<file path="config.mk">
export PLATFORM = sky130hd
export DESIGN_NAME = pixel_byte_packer
export DESIGN_NICKNAME = d
export VERILOG_FILES = /design/src/rtl/pixel_byte_packer.sv
export SDC_FILE = /design/constraint.sdc
export NUM_CORES = 1
export LEC_CHECK = 0
export CAP_MARGIN = 25
export CORE_UTILIZATION = 52
export DETAILED_ROUTE_END_ITERATION = 8
export PLACE_DENSITY = 0.85
export RECOVER_POWER = 100
export SLEW_MARGIN = 20
export SYNTH_ARGS = -nofsm -noshare
export SYNTH_HDL_FRONTEND = slang
export SYNTH_SLANG_ARGS = --single-unit
</file>
<file path="constraint.sdc">
create_clock -name clk -period 3.8 [get_ports clk]
set_clock_uncertainty 0.15 [all_clocks]
set_input_delay 0.38 -clock clk [delete_from_list [all_inputs] [get_ports clk]]
set_output_delay 0.38 -clock clk [all_outputs]
set_load 0.005 [all_outputs]
</file>
<file path="src/rtl/pixel_byte_packer.sv">
// pixel_byte_packer
// Packs one-pixel-per-clock serial video into bytes. Each byte is tagged with
// start-of-frame and end-of-line flags and buffered in a small FIFO behind a
// valid/ready handshake. Wrong line lengths and FIFO overflow raise sticky flags.
// Build option: define PACKER_LSB_FIRST_EN for LSB-first bit order.
// The default build packs MSB-first.
module pixel_byte_packer #(
  parameter int unsigned IMG_WIDTH  = 41,
  parameter int unsigned FIFO_DEPTH = 4
) (
  input  logic       clk,
  input  logic       reset,
  input  logic       pix_in,
  input  logic       h_sync,
  input  logic       v_sync,
  input  logic       out_ready,
  output logic       out_valid,
  output logic [7:0] out_byte,
  output logic       out_sof,
  output logic       out_eol,
  output logic [7:0] row_count,
  output logic       line_err,
  output logic       ovf_err
);

  localparam int unsigned AW       = (FIFO_DEPTH > 1) ? $clog2(FIFO_DEPTH) : 1;
  localparam logic [7:0]  WIDTH_C  = 8'(IMG_WIDTH);
  localparam logic [7:0]  LAST_COL = 8'(IMG_WIDTH - 1);
  localparam logic [AW:0] DEPTH_C  = (AW + 1)'(FIFO_DEPTH);

  typedef enum logic [1:0] {
    WAIT_FRAME,
    RUN,
    OVERRUN
  } state_t;

  // Framing / packing state
  state_t     r_state;
  logic [7:0] r_col;
  logic [2:0] r_bit_cnt;
  logic [7:0] r_shift;
  logic       r_sof_pend;
  logic       r_first_hs;
  logic [7:0] r_row_count;
  logic       r_line_err;
  logic       r_ovf_err;

  // FIFO storage: {sof, eol, byte}
  logic [9:0]    r_mem [FIFO_DEPTH];
  logic [AW-1:0] r_wr_ptr;
  logic [AW-1:0] r_rd_ptr;
  logic [AW:0]   r_count;

  logic       w_capture;
  logic       w_hs_restart;
  logic [7:0] w_col;
  logic [2:0] w_bit;
  logic [7:0] w_shift;
  logic [7:0] w_mask;
  logic [7:0] w_byte;
  logic       w_eol;
  logic       w_sof;
  logic       w_byte_done;
  logic       w_pop;
  logic       w_full;
  logic       w_push;
  logic       w_drop;
  logic [9:0] w_head;

  // Decide whether this cycle's pixel is captured, and at which column/bit.
  // A line start (v_sync, or h_sync while framed) discards any partial byte.
  always_comb begin
    w_capture    = 1'b0;
    w_hs_restart = 1'b0;
    w_col        = r_col;
    w_bit        = r_bit_cnt;
    w_shift      = r_shift;
    if (v_sync) begin
      w_capture = 1'b1;
      w_col     = '0;
      w_bit     = '0;
      w_shift   = '0;
    end else if (r_state != WAIT_FRAME && h_sync) begin
      w_capture    = 1'b1;
      w_hs_restart = 1'b1;
      w_col        = '0;
      w_bit        = '0;
      w_shift      = '0;
    end else if (r_state == RUN && r_col != WIDTH_C) begin
      w_capture = 1'b1;
    end
  end

`ifdef PACKER_LSB_FIRST_EN
  assign w_mask = 8'h01 << w_bit;
`else
  assign w_mask = 8'h80 >> w_bit;
`endif

  assign w_byte      = pix_in ? (w_shift | w_mask) : w_shift;
  assign w_eol       = (w_col == LAST_COL);
  assign w_byte_done = w_capture && ((w_bit == 3'd7) || w_eol);
  assign w_sof       = v_sync | r_sof_pend;

  // A pop in the same cycle frees a slot, so a push into a full FIFO is legal then.
  assign w_pop  = out_valid & out_ready;
  assign w_full = (r_count == DEPTH_C);
  assign w_push = w_byte_done & (~w_full | w_pop);
  assign w_drop = w_byte_done & w_full & ~w_pop;

  // Framing FSM, column/bit counters, shift register, row count and error flags.
  always_ff @(posedge clk) begin
    if (reset) begin
      r_state     <= WAIT_FRAME;
      r_col       <= '0;
      r_bit_cnt   <= '0;
      r_shift     <= '0;
      r_sof_pend  <= 1'b0;
      r_first_hs  <= 1'b0;
      r_row_count <= '0;
      r_line_err  <= 1'b0;
      r_ovf_err   <= 1'b0;
    end else begin
      // A v_sync that also carries h_sync has already consumed the
      // "first h_sync" grace.
      if (v_sync) begin
        r_state    <= RUN;
        r_first_hs <= ~h_sync;
      end else if (w_hs_restart) begin
        r_state    <= RUN;
        r_first_hs <= 1'b0;
        if (!r_first_hs && (r_state == OVERRUN || r_col != WIDTH_C)) begin
          r_line_err <= 1'b1;
        end
      end else if (r_state == RUN && r_col == WIDTH_C) begin
        r_state <= OVERRUN;
      end

      if (w_capture) begin
        r_col <= w_col + 8'd1;
        if (w_byte_done) begin
          r_shift   <= '0;
          r_bit_cnt <= '0;
        end else begin
          r_shift   <= w_byte;
          r_bit_cnt <= w_bit + 3'd1;
        end
      end

      if (w_byte_done) begin
        r_sof_pend <= 1'b0;
      end else if (v_sync) begin
        r_sof_pend <= 1'b1;
      end

      if (v_sync) begin
        r_row_count <= (w_push && w_eol) ? 8'd1 : 8'd0;
      end else if (w_push && w_eol) begin
        r_row_count <= r_row_count + 8'd1;
      end

      if (w_drop) begin
        r_ovf_err <= 1'b1;
      end
    end
  end

  // FIFO pointers and occupancy.
  always_ff @(posedge clk) begin
    if (reset) begin
      r_wr_ptr <= '0;
      r_rd_ptr <= '0;
      r_count  <= '0;
    end else begin
      if (w_push) begin
        r_wr_ptr <= r_wr_ptr + AW'(1);
      end
      if (w_pop) begin
        r_rd_ptr <= r_rd_ptr + AW'(1);
      end
      case ({w_push, w_pop})
        2'b10:   r_count <= r_count + (AW + 1)'(1);
        2'b01:   r_count <= r_count - (AW + 1)'(1);
        default: ;
      endcase
    end
  end

  // FIFO storage write port.
  always_ff @(posedge clk) begin
    if (w_push) begin
      r_mem[r_wr_ptr] <= {w_sof, w_eol, w_byte};
    end
  end

  assign w_head    = r_mem[r_rd_ptr];
  assign out_valid = (r_count != '0);
  assign out_byte  = out_valid ? w_head[7:0] : '0;
  assign out_eol   = out_valid ? w_head[8] : 1'b0;
  assign out_sof   = out_valid ? w_head[9] : 1'b0;
  assign row_count = r_row_count;
  assign line_err  = r_line_err;
  assign ovf_err   = r_ovf_err;

endmodule

</file>
; Word-level counts from Yosys, hierarchy flattened
; Memory sizes are Yosys's and may differ from the RTL's. A register that Yosys moved wholly into a read port is not among the register bits.
; Cells that the tools add are included.
[op_classes]
reduce_logical = 18
shifts = 1
eq_ne = 9
addsub = 7
muxes = 30
bitwise_logic = 11
[op_table]
columns = op, n
row1 = 8-bit two-way mux, 9
row2 = "8-bit by 1-bit adder with 8-bit output, second input constant", 2
row3 = "8-bit by 6-bit == test with 1-bit output, second input constant", 2
row4 = 1-bit two-way mux, 15
row5 = 3-bit two-way mux, 3
row6 = "8-bit by 6-bit != test with 1-bit output, second input constant", 1
row7 = 8-bit OR, 1
row8 = 2-bit nonzero test, 4
row9 = "8-bit by 3-bit >> shifter with 8-bit output, first input constant", 1
row10 = "3-bit by 1-bit adder with 3-bit output, second input constant", 2
row11 = "3-bit == test, second input constant", 2
row12 = 1-bit logical AND, 6
row13 = 3-bit one-hot mux with 2 select lines, 1
row14 = 3-bit nonzero test, 2
row15 = "2-bit by 1-bit adder with 2-bit output, second input constant", 2
row16 = 1-bit AND, 4
row17 = "2-bit by 1-bit == test with 1-bit output, second input constant", 2
row18 = "2-bit == test, second input constant", 2
row19 = 2-bit two-way mux, 2
row20 = 1-bit inverter, 4
row21 = 3-bit AND reduction, 1
row22 = 3-bit OR reduction, 1
row23 = "3-bit by 1-bit subtractor with 3-bit output, second input constant", 1
row24 = 1-bit logical OR, 2
row25 = other kinds (3), 4
[word_totals]
ramBits = 40
ff_bits = 40
memories = 1
input_bits = 6
[memory_table]
columns = memory, words, width, read_ports, rd_ports_with_merged_regs, write_ports, line_no
row1 = r_mem, 4, 10, 1, 1, 1, 49  ; logic [9:0] r_mem [FIFO_DEPTH];

; Longest topological paths before layout
[depth]
depth_word = 11
mapped_depth = 16

; Worst setup path after synthesis
; No wires, ideal clock.
[synth_timing]
path_kind = register to register
from = register r_state[0]
to = register r_count[2]
path_slack_ns = 0.166
arrival_ns = 3.414
path_buffers = 1
required_ns = 3.579
stages_incl_launch_ff = 17
setup_time_ns = 0.071
path_cell_list = dfxtp_1 -> o21a_1 -> nor2_1 -> clkbuf_1 -> and2_1 -> inv_1 -> ha_1 -> nand3b_1 -> nor4_4 -> and2_2 -> a21oi_4 -> ha_1 -> inv_1 -> fa_1 -> xor2_1 -> or3_1 -> a21oi_1
[synth_via]
elab_chain_len = 10
elab_cells_between_ends = 20
classes_between = eq/ne: 5 / mux: 8 / bitwise: 1 / reduce/logical: 6
[synth_lines]
columns = item, line_no
row1 = from (decl), 38  ; state_t r_state;
row2 = from (signal assigned), 114  ; r_state <= WAIT_FRAME;
row3 = from (signal assigned), 127  ; r_state <= RUN;
row4 = from (signal assigned), 130  ; r_state <= RUN;
row5 = 2-bit nonzero test (*), 83  ; end else if (r_state != WAIT_FRAME && h_sync) begin
row6 = 1-bit logical AND (*), 83
row7 = 8-bit two-way mux (*), 83
row8 = 8-bit two-way mux (*), 78  ; if (v_sync) begin
row9 = 8-bit by 6-bit == test with 1-bit output (*), 101  ; assign w_eol = (w_col == LAST_COL);
row10 = via w_eol, 61  ; logic w_eol;
row11 = 1-bit logical OR (*), 102  ; assign w_byte_done = w_capture && ((w_bit == 3'd7) || w_eol);
row12 = 1-bit logical AND (*), 102
row13 = 1-bit AND (*), 108  ; assign w_push = w_byte_done & (~w_full | w_pop);
row14 = 2-bit by 1-bit == test with 1-bit output or 2-bit == test (tied branches), 181  ; case ({w_push, w_pop})
row15 = 3-bit one-hot mux with 2 select lines or 2-bit nonzero test (tied branches), -
row16 = to (signal assigned), 182  ; 2'b10: r_count <= r_count + (AW + 1)'(1);
row17 = to (signal assigned), 183  ; 2'b01: r_count <= r_count - (AW + 1)'(1);
row18 = to (decl), 52  ; logic [AW:0] r_count;
; The timed path passes the listed nets; every way through them passes the cells marked *.
; A chain may end at the register's enable or synchronous reset.

; Worst setup path in the final report
[layout_timing]
from = input h_sync
to = register r_count[2]
[layout_via]
elab_chain_len = 9
elab_cells_between_ends = 16
classes_between = eq/ne: 4 / mux: 7 / bitwise: 1 / reduce/logical: 4
[layout_lines]
columns = item, line_no
row1 = from (decl), 14  ; input logic h_sync,
row2 = 1-bit logical AND (*), 83
row3 = 8-bit two-way mux (*), 83
row4 = 8-bit two-way mux (*), 78
row5 = 8-bit by 6-bit == test with 1-bit output (*), 101
row6 = via w_eol, 61
row7 = 1-bit logical OR (*), 102
row8 = 1-bit logical AND (*), 102
row9 = 1-bit AND (*), 108
row10 = 2-bit by 1-bit == test with 1-bit output or 2-bit == test (tied branches), 181
row11 = 3-bit one-hot mux with 2 select lines or 2-bit nonzero test (tied branches), -
; Marked as above.

==> results_tabular.tex <==
\begin{tabular}{lr}
\hline
Metric & Value \\
\hline
\multicolumn{2}{l}{\textbf{Drt}} \\
Detailed-route wire length per cell & 15.1 µm \\
Routed vias & 2483 \\
Number of DRC markers in iteration 0 & 123 \\
Router iterations before antenna repair & 4 \\
Routed WL & 6850 µm \\
Via count normalized by instance count & 5.47 \\
Post-detailed-route DRC marker count & 0 \\
DRT antenna net count & 0 \\
\multicolumn{2}{l}{\textbf{Clocking}} \\
CTS Hold Bufs & 0 \\
CTS buffer count & 9 \\
Clock latency on the worst-skew pair & 350 ps \\
Number of gates given a new drive strength after cts & 0 \\
Root Buffer Master & sky130\_fd\_sc\_hd\_\_clkbuf\_8 \\
Level count of the clock H-tree & 3 \\
Sink count of the clock tree & 82 \\
Count of buffers added by post-CTS timing repair for setup & 0 \\
Buffer depth of the longest clock path & 2 \\
TritonCTS clock tree & done \\
Clock input transition at the sequential cells of the worst setup and hold paths & 80 ps \\
\multicolumn{2}{l}{\textbf{Final layout}} \\
Count of inserted antenna diode cells & 0 \\
Net count of the finished layout & 374 \\
FILL cells & 530 \\
Layout overhead on the synthesized area & 16.5\% \\
Share of layout cells above drive strength 1 & 12.0\% \\
Most frequent standard cell in the layout excluding fill and tap cells & sky130\_fd\_sc\_hd\_\_dfxtp\_1 \\
Non-filler cells in the finished layout & 454 \\
Most frequent cells in the layout & sky130\_fd\_sc\_hd\_\_dfxtp\_1, sky130\_fd\_sc\_hd\_\_edfxtp\_1, sky130\_fd\_sc\_hd\_\_nor2\_1 \\
Fin area & 4270 µm² \\
\multicolumn{2}{l}{\textbf{Placement}} \\
Placed instance count & 438 \\
Post-Place Cell Area & 4100 µm² \\
RePlAce Congestion & 0.815 \\
Port bufs & 26 \\
Post-DP HPWL & 4820 µm \\
\multicolumn{2}{l}{\textbf{Min path}} \\
Worst hold path cell count & 2 \\
Worst hold-check path type & reg -> reg \\
\multicolumn{2}{l}{\textbf{Global routing}} \\
Number of antenna violations at the first check in global routing & 0 \\
Grt met2 use & 36.0\% \\
Overflow after GRT & 0 \\
Global routing's busiest layer & met2 \\
Overall fraction of global-route tracks in use & 19.7\% \\
Wire length of the first global-routing pass & 10900 µm \\
Largest net degree at the start of global routing & 34 \\
Vias in the first global route & 2343 \\
Met1 track utilization from global routing & 22.2\% \\
M3 GR Usage & 5.29\% \\
\multicolumn{2}{l}{\textbf{Synthesis}} \\
Post-synth EDFFs & 40 \\
Count of state elements after synthesis & 82 \\
Number of distinct library cell variants in the gate-level netlist after synthesis & 55 \\
Net count after synthesis & 336 \\
Yosys warns & 0 \\
Cell Area, Synth & 3670 µm² \\
Syn Inst Count & 315 \\
Sequential element share of the synthesized area & 55.7\% \\
Mapped Avg Cell Area & 11.6 µm² \\
Most common flop cell mapped by yosys & sky130\_fd\_sc\_hd\_\_dfxtp\_1 \\
Async S/R FF share, synth & 0\% \\
\multicolumn{2}{l}{\textbf{Worst setup path}} \\
Critical path class & in -> reg \\
Required time at the worst-slack endpoint & 3930 ps \\
Signal arrival time at the worst endpoint & 3650 ps \\
Kind of end point of the critical path & flop \\
Worst setup slack for register-to-register paths & 420 ps \\
Worst Reg-to-Reg Cells & 15 \\
Highest net fanout along the worst path & 8 \\
Startpoint types & input pin \\
\multicolumn{2}{l}{\textbf{STA}} \\
Number of failing hold endpoints at the final stage & 0 \\
Total negative setup slack & 0 ps \\
Max transition margin & 54.0\% \\
RSZ-0062 raised after global routing & no \\
Total count of max-transition violations in the final report & 0 \\
Post-route clock period utilization & 92.5\% \\
Worst hold-check slack & 307 ps \\
Clock period minus final worst setup slack & 3520 ps \\
Slew at the pin closest to its max-slew limit & 681 ps \\
Endpoints failing setup & 0 \\
FMAX & 0.284 GHz \\
\multicolumn{2}{l}{\textbf{Power and ir drop}} \\
Leakage power & 0.00156 µW \\
Power Dens Cells & 394 nW/µm² \\
IR drop worst, VDD & 0.000232 V \\
Switching pwr & 359 µW \\
Final total power & 1690 µW \\
Clock Power Share & 40.4\% \\
Internal power & 1330 µW \\
Share of total power in sequential cells & 55.3\% \\
Net switching share of the total power & 21.3\% \\
Part of the total power dissipated in combinational logic & 4.3\% \\
\multicolumn{2}{l}{\textbf{Floorplan}} \\
Vertical die dimension & 86.0 µm \\
Area of the die & 7400 µm² \\
Effective utilization at floorplan & 54.0\% \\
Die boundary width & 86.0 µm \\
FP Rows & 30 \\
Core box area & 6790 µm² \\
Number of top-level pins & 27 \\
\multicolumn{2}{l}{\textbf{Run}} \\
Count of maximum capacitance violations & 0 \\
\multicolumn{2}{l}{\textbf{Status}} \\
Run status & finished clean \\
\hline
\end{tabular}
synth_stat cells (all sizes together) (3+ instances only):
cell type  number  share of area, %
xor2            7               1.7
a32o            4               1.1
dfxtp          42                23
inv            17               1.7
mux4           10               6.1
nand3           8               1.1
nor2           35               3.6
a21oi          17               2.6
edfxtp         40                33
clkbuf          6              0.61
a31oi           4              0.68
buf             5              0.55
or3             5              0.85
and2           15               2.6
ha             14               4.8
nand4           3              0.68
nand2          20               2.1
o21ai           8               1.2
nor3b           5               1.0
nor2b           6               1.0
a31o            3              0.72
and3            4              0.68
nand2b          3              0.51
worst max-delay path, stage by stage:
cell                            delay, ps
sky130_fd_sc_hd__dlygate4sd3_1        550
sky130_fd_sc_hd__o21a_1               130
sky130_fd_sc_hd__nor2_1               200
sky130_fd_sc_hd__buf_4                200
sky130_fd_sc_hd__nand2_1               80
sky130_fd_sc_hd__ha_1                 190
sky130_fd_sc_hd__nand3b_1             120
sky130_fd_sc_hd__nor4_1                70
sky130_fd_sc_hd__and2_0               290
sky130_fd_sc_hd__a21oi_4              180
sky130_fd_sc_hd__ha_1                 200
sky130_fd_sc_hd__inv_1                 60
sky130_fd_sc_hd__fa_1                 370
sky130_fd_sc_hd__xor2_1               160
sky130_fd_sc_hd__or3_1                310
sky130_fd_sc_hd__a21oi_1              140
layer usage:
metal	part of all wire [%]	vias to the layer above	wire [µm]
met4	1.1	0	72
met5	0	-	0
li1	-	1211	-
met2	52	60	3590
met3	5.0	7	344
met1	41	1205	2830
final timing paths:
path	start	end
worst max-delay path	h_sync	r_count[2]
worst min-delay path	r_shift[0]	r_shift[0]
worst max register to register	r_state[0]	r_count[2]
worst min register to register	r_shift[0]	r_shift[0]
cell type report:
cell class	instances	area (µm²)	share of cell area, %
inverter	17	63.8	1.49
clock inverter	6	90.1	2.11
clock buffer	10	128	2.99
tap	96	120	2.81
timing repair buffer	38	337	7.87
sequential	82	2040	47.8
multi-input combinational	205	1490	35.0
flip-flops by register name (all words and copies together), names as in the netlist, named ones only:
signal	count
r_sof_pend	1
r_mem	40
r_bit_cnt	3
r_wr_ptr	2
row_count	8
r_rd_ptr	2
r_first_hs	1
r_shift	8
line_err	1
r_count	3
r_state	2
r_col	8
ovf_err	1
stage by stage:
step | utilization (%) | worst slack [ps]
after floorplan | - | 166
after global placement | 60.3 | 286
after CTS | 63.5 | 473
final | 62.9 | 284
after detailed placement | 60.3 | 110
after global routing | 62.9 | 170
power by group through the flow:
stage	sequential, µW	clock, µW	combinational (µW)
global placement	953	0	70.0
floorplan	952	0	45.5
detailed placement	953	0	72.9
finish	933	681	72.3
global route	934	735	79.1
CTS	933	691	73.1
cell families (layout without fill, tap and decap cells):
kind of cell    after synthesis  count (layout)  share of synthesized area [%]
mux                          14              14                           7.40
fa+ha+maj                    15              15                           5.32
flops                        82              82                           55.7
simple gates                117             117                           17.2
compound gates               50              50                           9.35
buf+inv                      28              71                           2.90
xor+xnor                      9               9                           2.15
Note: power is estimated with default switching activity, not from simulation.
